--- src/rtl/cnn_buf_pkg.sv ---
// ============================================================================
// Module      : cnn_buf_pkg
// Description : Shared sizing defaults and width helpers for the CNN
//               inter-stage result buffers.
// Revision    : 1.0 - initial release
// ============================================================================
`default_nettype none

package cnn_buf_pkg;

  localparam int DEF_DATA_W = 16;
  localparam int DEF_DEPTH  = 14;
  localparam int DEF_ROWS   = 14;

  // Pointer width for a modulo-n index; never narrower than one bit.
  function automatic int ptr_w(input int n);
    return (n > 1) ? $clog2(n) : 1;
  endfunction

  // Width needed to hold an occupancy of 0..n inclusive.
  function automatic int cnt_w(input int n);
    return $clog2(n + 1);
  endfunction

  localparam int PTR_W = ptr_w(DEF_DEPTH);
  localparam int CNT_W = cnt_w(DEF_DEPTH);

endpackage

`default_nettype wire

--- src/rtl/mod_counter.sv ---
// ============================================================================
// Module      : mod_counter
// Description : Modulo-MOD up counter with synchronous clear. wrap is a
//               combinational flag: an increment is being applied while the
//               counter sits at MOD-1, so it returns to 0 on this edge.
// Revision    : 1.0 - initial release
// ============================================================================
`default_nettype none

module mod_counter
  import cnn_buf_pkg::*;
#(
  parameter int MOD = 14,
  parameter int W   = ptr_w(MOD)
) (
  input  logic         clk,
  input  logic         reset,
  input  logic         clr,
  input  logic         inc,
  output logic [W-1:0] value,
  output logic         wrap
);

  localparam logic [W-1:0] LAST = W'(MOD - 1);

  logic at_last;

  assign at_last = (value == LAST);
  assign wrap    = inc && at_last && !clr;

  // Count up with wrap to zero; clear overrides any increment.
  always_ff @(posedge clk or posedge reset) begin
    if (reset) begin
      value <= '0;
    end else if (clr) begin
      value <= '0;
    end else if (inc) begin
      value <= at_last ? '0 : value + W'(1);
    end
  end

endmodule

`default_nettype wire

--- src/rtl/pool_result_buffer.sv ---
// ============================================================================
// Module      : pool_result_buffer
// Description : DEPTH-entry ring buffer between the pooling stage and the
//               next conv/FC stage. First-word fall-through read port,
//               valid/ready on both sides, occupancy count, and row/frame
//               pulses generated from the read side.
// Revision    : 1.0 - initial release
// ============================================================================
`default_nettype none

module pool_result_buffer
  import cnn_buf_pkg::*;
#(
  parameter int DATA_W = DEF_DATA_W,
  parameter int DEPTH  = DEF_DEPTH,
  parameter int ROWS   = DEF_ROWS
) (
  input  logic                       clk,
  input  logic                       reset,
  input  logic                       flush,
  input  logic                       wr_valid,
  input  logic [DATA_W-1:0]          wr_data,
  output logic                       wr_ready,
  output logic                       rd_valid,
  output logic [DATA_W-1:0]          rd_data,
  input  logic                       rd_ready,
  output logic [cnt_w(DEPTH)-1:0]    count,
  output logic                       row_done,
  output logic                       frame_done
);

  localparam int AW = ptr_w(DEPTH);
  localparam int CW = cnt_w(DEPTH);
  localparam int RW = ptr_w(ROWS);

  localparam logic [CW-1:0] FULL_CNT = CW'(DEPTH);

  logic [DATA_W-1:0] mem [DEPTH];

  logic [AW-1:0] wr_ptr;
  logic [AW-1:0] rd_ptr;
  logic [AW-1:0] row_word;
  logic [RW-1:0] row_idx;

  logic full;
  logic empty;
  logic wr_fire;
  logic rd_fire;
  logic row_wrap;
  logic frame_wrap;
  logic wr_wrap;
  logic rd_wrap;
  logic unused_ptr_wraps;

  // Flags come straight from the registered count, so a read in the same
  // cycle never reopens wr_ready and a write never raises rd_valid early.
  assign full     = (count == FULL_CNT);
  assign empty    = (count == '0);
  assign wr_ready = !full;
  assign rd_valid = !empty;
  assign rd_data  = mem[rd_ptr];

  // A flush cycle swallows any handshake so nothing is stored or counted.
  assign wr_fire = wr_valid && wr_ready && !flush;
  assign rd_fire = rd_valid && rd_ready && !flush;

  // Pointer wrap flags carry no information beyond the pointer itself.
  assign unused_ptr_wraps = wr_wrap ^ rd_wrap;

  mod_counter #(.MOD(DEPTH), .W(AW)) u_wr_ptr (
    .clk   (clk),
    .reset (reset),
    .clr   (flush),
    .inc   (wr_fire),
    .value (wr_ptr),
    .wrap  (wr_wrap)
  );

  mod_counter #(.MOD(DEPTH), .W(AW)) u_rd_ptr (
    .clk   (clk),
    .reset (reset),
    .clr   (flush),
    .inc   (rd_fire),
    .value (rd_ptr),
    .wrap  (rd_wrap)
  );

  // A row is DEPTH consecutive accepted reads.
  mod_counter #(.MOD(DEPTH), .W(AW)) u_row_word (
    .clk   (clk),
    .reset (reset),
    .clr   (flush),
    .inc   (rd_fire),
    .value (row_word),
    .wrap  (row_wrap)
  );

  // Rows advance on each completed row; wrapping here ends the frame.
  mod_counter #(.MOD(ROWS), .W(RW)) u_row_idx (
    .clk   (clk),
    .reset (reset),
    .clr   (flush),
    .inc   (row_wrap),
    .value (row_idx),
    .wrap  (frame_wrap)
  );

  // Storage holds no reset; contents behind the read pointer are don't-care.
  always_ff @(posedge clk) begin
    if (wr_fire) begin
      mem[wr_ptr] <= wr_data;
    end
  end

  // Occupancy moves only when exactly one side of the buffer fires.
  always_ff @(posedge clk or posedge reset) begin
    if (reset) begin
      count <= '0;
    end else if (flush) begin
      count <= '0;
    end else begin
      case ({wr_fire, rd_fire})
        2'b10:   count <= count + CW'(1);
        2'b01:   count <= count - CW'(1);
        default: count <= count;
      endcase
    end
  end

  // Row/frame pulses appear the cycle after the closing read is accepted.
  always_ff @(posedge clk or posedge reset) begin
    if (reset) begin
      row_done   <= 1'b0;
      frame_done <= 1'b0;
    end else if (flush) begin
      row_done   <= 1'b0;
      frame_done <= 1'b0;
    end else begin
      row_done   <= row_wrap;
      frame_done <= row_wrap && frame_wrap;
    end
  end

endmodule

`default_nettype wire

--- config.mk ---
export PLATFORM = sky130hd
export DESIGN_NAME = pool_result_buffer
export DESIGN_NICKNAME = d
export VERILOG_FILES = /design/src/rtl/cnn_buf_pkg.sv /design/src/rtl/mod_counter.sv /design/src/rtl/pool_result_buffer.sv
export SDC_FILE = /design/constraint.sdc
export NUM_CORES = 1
export LEC_CHECK = 0
export ABC_CLOCK_PERIOD_IN_PS = 3900
export CAP_MARGIN = 30
export CORE_ASPECT_RATIO = 0.9
export CORE_MARGIN = 3
export CORE_UTILIZATION = 61
export CTS_CLUSTER_DIAMETER = 50
export CTS_CLUSTER_SIZE = 24
export DETAILED_ROUTE_END_ITERATION = 16
export DONT_BUFFER_PORTS = 1
export GPL_ROUTABILITY_DRIVEN = 0
export PLACE_DENSITY = 0.77
export SLEW_MARGIN = 10
export SYNTH_ARGS = -nofsm -noshare
export SYNTH_HDL_FRONTEND = slang
export SYNTH_HIERARCHICAL = 1
export SYNTH_SLANG_ARGS = --single-unit
--- constraint.sdc ---
create_clock -name clk -period 3.9 [get_ports clk]
set_input_delay 0.78 -clock clk [delete_from_list [all_inputs] [get_ports clk]]
set_output_delay 0.78 -clock clk [all_outputs]
set_load 0.03 [all_outputs]
==> metrics.md <==
| Metric | Value |
|---|---|
| Final hold vios | 0 |
| # IOs | 45 |
| First-pass GRT wire length | ~30000 µm |
| Synthesized area | 10200 µm² |
| Metal3 WL | about 1400 µm |
| CTS tree | yes |
| Initial Util | 62.7% |
| Psw | 1.18 mW |
| Max_cap viols | 0 |
| Post-CTS Resized | 0 |
| CP endpoint kind | primary output |
| Core area | 16200 µm² |
| Unrepaired setup endpoints after global routing | false |
| Clock power share | 36.0% |
| Residual DRC | 0 |
| Critical R2R Capture | count[3]$_DFFE_PP0P_ |
| Detail Route Antenna Nets | 0 |
| Worst-Skew Late Latency | approximately 500 ps |
| Via count | 5101 |
| Finished Layout Cells | 784 |
| Iteration-0 DRC Markers | roughly 550 |
| Clock root cell | clkbuf_16 |
| Achievable Freq | 0.273 GHz |
| Status | finished clean |
| Worst VDD drop | between 0.0003 and 0.0004 V |
| Slew HR | 46.8% |
| Share of power burned in registers | between 50% and 60% |
| Setup Viol. Count Final | 0 |
| Internal power | 4.08 mW |
| Max H-tree Level | 1 |
| Pin count of the biggest net entering global routing | 41 |
| P per Cell Area | between 400 and 500 nW/µm² |
| Total grt overflow | 0 |
| Die height | 129 µm |
| Crit path kind | flip-flop to primary output |
| Rows | 44 |
| Slew Limit Fails | 0 |
| Die area | between 15000 and 20000 µm² |
| Clk slew on worst S/H paths | 80 ps |
| Final TNS setup | 0 ps |
| YS warnings | 6 |
| Syn_nets | 572 |
| Worst setup SP type | flip-flop |
| Cells after synthesis | 540 |
| Final Routed Wirelength | 19000 µm |
| Flop2flop setup slack | 850 ps |
| Die width | roughly 140 µm |
| Required time of the critical path | 3120 ps |
| Mean Syn Cell Area | approximately 19 µm² |
| Final worst path period share | 94.0% |
| Number of detailed-routing iterations run before antenna repair | 5 |
| Setup repair bufs after CTS | 0 |
| Worst hold slack | 51.3 ps |
| Reg2Reg Launch Point | count[1]$_DFFE_PP0P_ |
| Placed cells | 754 |
| Slew @ Worst Pin | 800 ps |
| Skew final | 13.2 ps |
| # port buffers | 0 |
| Min-delay worst type | input port to async pin |
| Tmin final | between 3000 and 4000 ps |
| Sw Ratio | around 22% |
| Pleak | 3.58 nW |
| Hpwl dp | 11300 µm |
| DR vias/cell | 6.51 |
| Vias in the first global route | between 5000 and 6000 |
| Top sig layer | met4 |
| Clock sinks | 246 |
| Routed wire length per instance | about 24 µm |
| Total GRT Usage | 21.4% |
| Share of layout cells above drive strength 1 | 18.9% |
| Power Total | 5.26 mW |
| Reg2Reg Depth | 8 |
| Post-layout util | 68.5% |
| # diodes | 0 |
| Combinational share of power | 7.3% |
| Metal-1 WL | ~8000 µm |
| Largest buffer count on any clock path | 3 |
| Initial antenna violation count | 0 |
| Area growth from synthesis to layout | 9.23% |
| CTS Hold Buffers Added | 0 |
| Num CTS Buffers | 18 |
| Worst EP arrival | 2880 ps |
| Met2 Routed Length | 9060 µm |
| Layout Nets | between 500 and 600 |
| Worst-path maximum fanout | 40 |
-- sequential cells by signal, indices dropped and copies added, names as in the netlist --
signal	count
u_rd_ptr/value	4
frame_done	1
row_done	1
u_row_idx/value	4
u_wr_ptr/value	4
mem	224
u_row_word/value	4
count	4
-- final cells by class --
| cell class | instances | area (µm²) |
|---|---|---|
| fill | 990 | 5120 |
| inverter | 15 | 56.3 |
| clock buffer | 20 | 479 |
| tap | 207 | 259 |
| sequential | 246 | 7280 |
| multi-input combinational | 257 | 2670 |
| timing repair buffer | 29 | 238 |
| clock inverter | 10 | 130 |
-- power by group through the flow --
| stage | clock network (mW) | logic (mW) | registers [mW] |
|---|---|---|---|
| floorplan | 0 | 0.366 | 3.00 |
| global placement | 0 | 0.373 | 3.04 |
| detailed placement | 0 | 0.385 | 3.04 |
| CTS | 1.94 | 0.388 | 2.98 |
| global route | 2.05 | 0.418 | 2.99 |
| finish | 1.90 | 0.385 | 2.98 |
-- how the worst max path moves through the flow --
stage / startpoint / endpoint / slack, ps / cells after the start
floorplan: count[0]$_DFFE_PP0P_ / mem[8][0]$_DFFE_PP_ / 650 / 5
global placement: u_rd_ptr/value[0]$_DFFE_PP0P_ / rd_data[11] / 860 / 5
detailed placement: u_rd_ptr/value[0]$_DFFE_PP0P_ / rd_data[4] / 810 / 4
CTS: u_rd_ptr/value[0]$_DFFE_PP0P_ / rd_data[4] / 220 / 4
global route: u_rd_ptr/value[0]$_DFFE_PP0P_ / rd_data[4] / 140 / 4
finish: u_rd_ptr/value[0]$_DFFE_PP0P_ / rd_data[4] / 240 / 4
-- cell usage in the layout, fill, tap and decap left out, types with 2 or more instances in the layout --
master     count
a211oi_1      16
a21oi_1       38
a2bb2oi_1      4
and2b_1        4
buf_4         28
clkbuf_16     19
clkinv_8       2
dfrtp_1       19
dfrtp_2        2
edfxtp_1     224
ha_1          10
inv_1         15
inv_8          2
mux2_2        16
mux2i_1       17
mux4_1        24
mux4_2        24
nand2_1        8
nand2_2        4
nand2b_1      10
nand3_1        7
nand3b_1       6
nand4b_1       3
nor2_1        17
nor2b_1       17
nor3_1         4
nor3_2         4
nor3b_1        2
o211ai_1       2
o21ai_0        4
o311ai_0       2
or3_1          5
-- metrics by stage --
step           cell area [µm²]  worst slack, ps
5_1_grt                  11100              143
3_3_place_gp             10500              860
3_5_place_dp             10500              813
4_1_cts                  11100              215
6_report                 11100              236
2_1_floorplan            10200              651
-- critical path: stages (launching register included) --
cell	delay, ps
dfrtp_4	860
buf_4	350
mux4_1	600
a211oi_1	320
a21oi_1	220
-- per-layer routing --
metal,vias up,global-route usage [%]
li1,2239,-
met1,2614,31.9
met2,208,33.3
met3,40,4.20
met4,0,6.04
met5,-,0
Note: power is estimated with default switching activity, not from simulation.
